==> config.mk <==
export PLATFORM = sky130hd
export DESIGN_NAME = vram_arbiter
export DESIGN_NICKNAME = d
export VERILOG_FILES = /design/src/rtl/vram_arbiter.sv
export SDC_FILE = /design/constraint.sdc
export NUM_CORES = 1
export LEC_CHECK = 0
export BUFFER_PORTS_ARGS = -buffer_cell sky130_fd_sc_hd__buf_4
export CELL_PAD_IN_SITES_DETAIL_PLACEMENT = 0
export CELL_PAD_IN_SITES_GLOBAL_PLACEMENT = 1
export CORE_UTILIZATION = 37
export CTS_CLUSTER_DIAMETER = 80
export CTS_CLUSTER_SIZE = 14
export DETAILED_ROUTE_END_ITERATION = 10
export PLACE_DENSITY = 0.77
export SLEW_MARGIN = 20
export SYNTH_ARGS = -nofsm -noshare
export SYNTH_HDL_FRONTEND = slang
export SYNTH_SLANG_ARGS = --single-unit
==> constraint.sdc <==
create_clock -name i_clk -period 4.6 [get_ports i_clk]
set_input_delay 0.92 -clock i_clk [delete_from_list [all_inputs] [get_ports i_clk]]
set_output_delay 0.92 -clock i_clk [all_outputs]
set_load 0.03 [all_outputs]
==> src/rtl/vram_arbiter.sv <==
// Single-port framebuffer arbiter: one display read per pixel strobe and a one-entry write
// holding register that commits into the free cycles between display reads.
module vram_arbiter #(
  parameter int FB_W     = 160,
  parameter int FB_H     = 120,
  parameter int SCALE_SH = 2,
  parameter int DW       = 8
) (
  input  logic          i_clk,
  input  logic          i_rst,
  input  logic          i_pix_stb,
  input  logic          i_active,
  input  logic [9:0]    i_x,
  input  logic [9:0]    i_y,
  input  logic          i_blank_only,
  input  logic          i_wr_valid,
  input  logic [14:0]   i_wr_addr,
  input  logic [DW-1:0] i_wr_data,
  output logic          o_wr_ready,
  output logic          o_wr_done,
  output logic          o_wr_err,
  output logic          o_mem_en,
  output logic          o_mem_we,
  output logic [14:0]   o_mem_addr,
  output logic [DW-1:0] o_mem_wdata,
  input  logic [DW-1:0] i_mem_rdata,
  output logic [DW-1:0] o_pix_data
);

  localparam logic [15:0] FB_WORDS = 16'(FB_W * FB_H);

  logic          full_q, full_d;
  logic [14:0]   hold_addr_q, hold_addr_d;
  logic [DW-1:0] hold_data_q, hold_data_d;
  logic          ready_q, ready_d;
  logic          done_q, done_d;
  logic          err_q, err_d;
  logic          rd_q, rd_d;
  logic          act_q, act_d;
  logic [DW-1:0] pix_q, pix_d;
  logic [14:0]   mem_addr_q, mem_addr_d;
  logic [DW-1:0] mem_wdata_q, mem_wdata_d;

  logic [14:0]   fb_row, fb_col, disp_addr;
  logic          disp, commit, accept, in_range;

  assign fb_row    = 15'(i_y >> SCALE_SH);
  assign fb_col    = 15'(i_x >> SCALE_SH);
  assign disp_addr = fb_row * 15'(FB_W) + fb_col;

  always_comb begin
    // Display owns every strobe cycle; a held write takes any other cycle the blanking rule allows.
    disp     = i_pix_stb && !i_rst;
    commit   = full_q && !i_pix_stb && (!i_blank_only || !i_active) && !i_rst;
    accept   = i_wr_valid && ready_q;
    in_range = {1'b0, i_wr_addr} < FB_WORDS;

    full_d      = full_q;
    hold_addr_d = hold_addr_q;
    hold_data_d = hold_data_q;
    mem_addr_d  = mem_addr_q;
    mem_wdata_d = mem_wdata_q;
    act_d       = act_q;
    pix_d       = pix_q;
    rd_d        = disp;
    done_d      = commit;
    err_d       = accept && !in_range;

    if (disp) begin
      mem_addr_d = disp_addr;
      act_d      = i_active;
    end else if (commit) begin
      mem_addr_d  = hold_addr_q;
      mem_wdata_d = hold_data_q;
    end

    // accept only happens while empty, so it can never coincide with a commit
    if (commit) begin
      full_d = 1'b0;
    end else if (accept && in_range) begin
      full_d      = 1'b1;
      hold_addr_d = i_wr_addr;
      hold_data_d = i_wr_data;
    end
    ready_d = !full_d;

    if (rd_q) begin
      pix_d = act_q ? i_mem_rdata : '0;
    end

    o_mem_en    = disp || commit;
    o_mem_we    = commit;
    o_mem_addr  = mem_addr_d;
    o_mem_wdata = mem_wdata_d;
  end

  always_ff @(posedge i_clk) begin
    if (i_rst) begin
      full_q      <= 1'b0;
      hold_addr_q <= '0;
      hold_data_q <= '0;
      ready_q     <= 1'b1;
      done_q      <= 1'b0;
      err_q       <= 1'b0;
      rd_q        <= 1'b0;
      act_q       <= 1'b0;
      pix_q       <= '0;
      mem_addr_q  <= '0;
      mem_wdata_q <= '0;
    end else begin
      full_q      <= full_d;
      hold_addr_q <= hold_addr_d;
      hold_data_q <= hold_data_d;
      ready_q     <= ready_d;
      done_q      <= done_d;
      err_q       <= err_d;
      rd_q        <= rd_d;
      act_q       <= act_d;
      pix_q       <= pix_d;
      mem_addr_q  <= mem_addr_d;
      mem_wdata_q <= mem_wdata_d;
    end
  end

  assign o_wr_ready = ready_q;
  assign o_wr_done  = done_q;
  assign o_wr_err   = err_q;
  assign o_pix_data = pix_q;

endmodule

# ---- Word-level counts from Yosys, hierarchy flattened
# Cells that the tools add are included.
# Widths: inputs -> output; s select.
dict set report totals {
  reg_bits 60
  output_inout_bits 36
  wordCells 38
}
dict set report classes {
  n_addsub 1
  mul 1
  order_cmp 1
  muxes 7
  n_bitwise 1
  reduce_logical 16
}
# cell count
set op_table {}
lappend op_table {{$mux 15} 2}
lappend op_table {{$mux 8} 3}
lappend op_table {{$add 15x8->15} 1}
lappend op_table {{$lt 15x15->1 const B} 1}
lappend op_table {{$mul 8x3->10 const B} 1}
lappend op_table {{$logic_and 1x1->1} 7}
lappend op_table {{$logic_not 1->1} 6}
lappend op_table {{$logic_or 1x1->1} 2}
lappend op_table {{$mux 1} 2}
lappend op_table {{$reduce_and 2->1} 1}
lappend op_table {{$not 1->1} 1}

# ---- Depth between registers and ports, before layout
dict set report depth {
  ltp_word 6
  ltp_mapped 10
  mapped_depth_nobuf 10
}

# ---- Worst setup path after synthesis
# No wires, ideal clock.
dict set report synth_path {
  path_type {input to output}
  start {input port i_y[3]}
  end {output port o_mem_addr[13]}
  t_arrival_ps 3418
  required_time_ps 3680
  path_slack_ps 262
  stages 10
  cell_sequence {ha_1 ha_1 inv_1 fa_1 xnor2_1 nand2b_1 or2_2 nand3b_1 xor2_1 o21ai_0}
}
dict set report synth_between {
  elab_chain_len 3
}
# item line
set synth_lines {}
lappend synth_lines {{start: declaration} 14} ;# input logic [9:0] i_y,
lappend synth_lines {{$mul 8x3->10} 49} ;# assign disp_addr = fb_row * 15'(FB_W) + fb_col;
lappend synth_lines {{$add 15x8->15} 49}
lappend synth_lines {{$mux 15} 69} ;# if (disp) begin
lappend synth_lines {{end: declaration} 24} ;# output logic [14:0] o_mem_addr,
# No other way between the ends.

# ---- Worst setup path in the final report
# Ends and elaborated chain as after synthesis.

==> run_results.csv <==
group,metric,value,unit
outcome,outcome,"complete, no violations",
worst_setup_path,startpoint,"i_y[3]",
place,port_buffers,88,
sta,clock.fmax,232,MHz
die,boundaryPins,93,
grt,grt_util_all_layers,17.5,%
cells_and_area,seq_area,1200,um^2
detailed_routing,wire_per_inst,13.0,um
worst_setup_path,critPathKind,"in -> out",
synth,async_flop_share,0,%
grt,antenna_found_initial,0,
synth,ys_types,47,
synth,synthFlopType,"dfxtp_1",
power,p_sw,0.380,mW
clocking,clockBufferDepth,2,
sta,setup_viol,0,
cells_and_area,final_common_cell,"buf_4",
sta,period_needed,4320,ps
detailed_routing,viasPerCell,4.89,
clocking,cts_tree,"done",
cells_and_area,multi_input_area,1660,um^2
worst_setup_path,rr_startpoint,"full_q",
cells_and_area,final_nets,508,
power,power.leakage,1.78,nW
synth,syn_area,3020,um^2
detailed_routing,drc,0,
cells_and_area,antenna_cells,0,
power,clockPowerShare,34.0,%
clocking,htree_levels,3,
clocking,cts.sinks,60,
power,internal_power,0.967,mW
sta,fin_hold_ws,463,ps
min_path,hold_path_class,"reg -> reg",
clocking,clockRootBuffer,"clkbuf_8",
power,p_sw_share,28.2,%
cells_and_area,postLayoutCellArea,3920,um^2
clocking,cts_resized,0,
synth,synth_fp_nets,424,
synth,ys_seq_area_share,39.8,%
synth,synth_edf_count,0,
worst_setup_path,required,3680,ps
cells_and_area,drive_gt1_share,25.2,%
run,cap_violations,0,
place,globalplace.congestion,0.772,
die,rows,32,
sta,setup_ws,282,ps
power,peakVddDrop,0.187,mV
worst_setup_path,arrival,3400,ps
clocking,ctsHoldBuffers,0,
die,core,7810,um^2
die,die_area,8530,um^2
clocking,cts_setup_buffers,0,
cells_and_area,fillers,791,
detailed_routing,firstDrtPassIters,4,
sta,hold_viol_final,0,
place,place_hpwl,5140,um
clocking,clk_latency,330,ps
worst_setup_path,crit_path_end_kind,"output pin",
synth,synth_seq_cells,60,
synth,synth.avg_cell_area,8.63,um^2
sta,final_max_slew_viol_count,0,
synth,ys_warn_count,0,
worst_setup_path,crit_path_start_kind,"input port",
synth,netlist_instances,350,
grt,grt_max_degree,47,
clocking,clk_pin_slew,60,ps
grt,grt_pass1_wl,11800,um
place,pre_cts_ws,273,ps
sta,relSlewSlack,68.7,%
power,power.density,344,nW/um^2
detailed_routing,drtIter0Drc,93,
grt,grt_pass1_vias,2551,
sta,period_share,93.9,%
sta,rsz0062_at_grt,"no",
detailed_routing,routed_wl,7030,um
power,comb_power_share,24.1,%
cells_and_area,post-route-util,50.2,%
min_path,worstHoldStart,"mem_wdata_q[3]",
clocking,numCtsBuffers,9,
worst_setup_path,crit_fanout,3,
die,die_w,92.4,um
place,place_area,3730,um^2
cells_and_area,final_cell_mix,"91 x buf_4, 60 x dfxtp_1, 46 x nor2_1",
cells_and_area,areaGrowthSynthToFinish,29.7,%
grt,overflow,0,
detailed_routing,ant_nets,0,
detailed_routing,vias,2638,
power,p_seq_share,41.9,%
sta,worstMarginPinSlew,468,ps
sta,clock_skew,7.43,ps
sta,tns,0,ps
die,start_util,38.7,%
die,die_h,92.4,um
-- flip-flops by register name, summed over array words and instances (netlist names) --
signal       count
act_q            1
mem_wdata_q      8
hold_data_q      8
hold_addr_q     15
o_pix_data       8
rd_q             1
o_wr_done        1
o_wr_err         1
mem_addr_q      15
o_wr_ready       1
full_q           1
-- Yosys cell counts (2+ instances only) --
cell / n / area, um^2
and3_1: 2 / 12.5
xor2_1: 2 / 17.5
a22oi_1: 18 / 135
o21ai_0: 16 / 80.1
fa_1: 2 / 40.0
a211oi_1: 3 / 22.5
and2_1: 2 / 12.5
nand2b_1: 4 / 25.0
buf_6: 4 / 45.0
nor3_1: 5 / 25.0
or3_1: 2 / 12.5
xnor2_1: 8 / 70.1
clkbuf_1: 10 / 37.5
mux2i_1: 25 / 250
nor2_1: 46 / 173
buf_2: 2 / 10.0
dfxtp_1: 60 / 1200
a21o_1: 3 / 22.5
nor2b_1: 19 / 119
ha_1: 15 / 188
inv_1: 13 / 48.8
or2_2: 2 / 12.5
nand2_1: 39 / 146
o22ai_1: 3 / 18.8
a21oi_1: 23 / 115
-- worst paths after layout --
path | end | slack (ps) | cells past startpoint
min | mem_wdata_q[3] | 460 | 2
min reg2reg | mem_wdata_q[3] | 460 | 2
max reg2reg | hold_addr_q[6] | 2500 | 6
max | o_mem_addr[13] | 280 | 12
-- worst max-delay path, stage by stage --
cell and delay [ps]:
buf_4 120, ha_1 280, ha_1 170, inv_1 60, fa_1 400, xnor2_1 230
nand2b_1 120, or2_2 320, nand3b_1 170, xor2_1 160, o21ai_0 230, buf_4 210
-- layer usage --
metal,global-route usage (%),routed length [um]
met2,29.1,3110
met1,21.9,3470
met5,0,0
met4,5.08,59
met3,5.01,386
-- cells by family (layout without fill, tap and decap cells) --
group / Yosys count / after routing / share of synthesized area (%)
AO/OA/AOI/OAI: 78 / 78 / 16.7
XOR/XNOR: 10 / 10 / 2.90
adder cells (fa/ha/maj): 17 / 17 / 7.54
buffers and inverters: 32 / 119 / 5.18
flip-flops: 60 / 60 / 39.8
multiplexers: 25 / 25 / 8.28
AND/OR/NAND/NOR: 128 / 128 / 19.7
-- power by group through the flow --
stage / Combinational [mW] / Sequential (mW) / Clock [mW]
after floorplan: 0.218 / 0.576 / 0
after global placement: 0.326 / 0.574 / 0
after detailed placement: 0.327 / 0.575 / 0
after CTS: 0.329 / 0.564 / 0.473
after global routing: 0.358 / 0.567 / 0.502
final: 0.325 / 0.564 / 0.458
-- through the flow --
step	instances	power (mW)
6_report	539	1.35
3_5_place_dp	525	0.903
4_1_cts	539	1.37
2_1_floorplan	350	0.794
3_3_place_gp	525	0.901
5_1_grt	539	1.43
-- layout make-up --
| cell class | instances | share of cell area [%] |
|---|---|---|
| clock buffer | 12 | 3.96 |
| clock inverter | 2 | 0.894 |
| inverter | 14 | 1.34 |
| multi-input combinational | 258 | 42.5 |
| sequential | 60 | 30.7 |
| tap | 102 | 3.26 |
| timing repair buffer | 91 | 17.4 |
No activity file was read; power rests on OpenSTA's default activity.
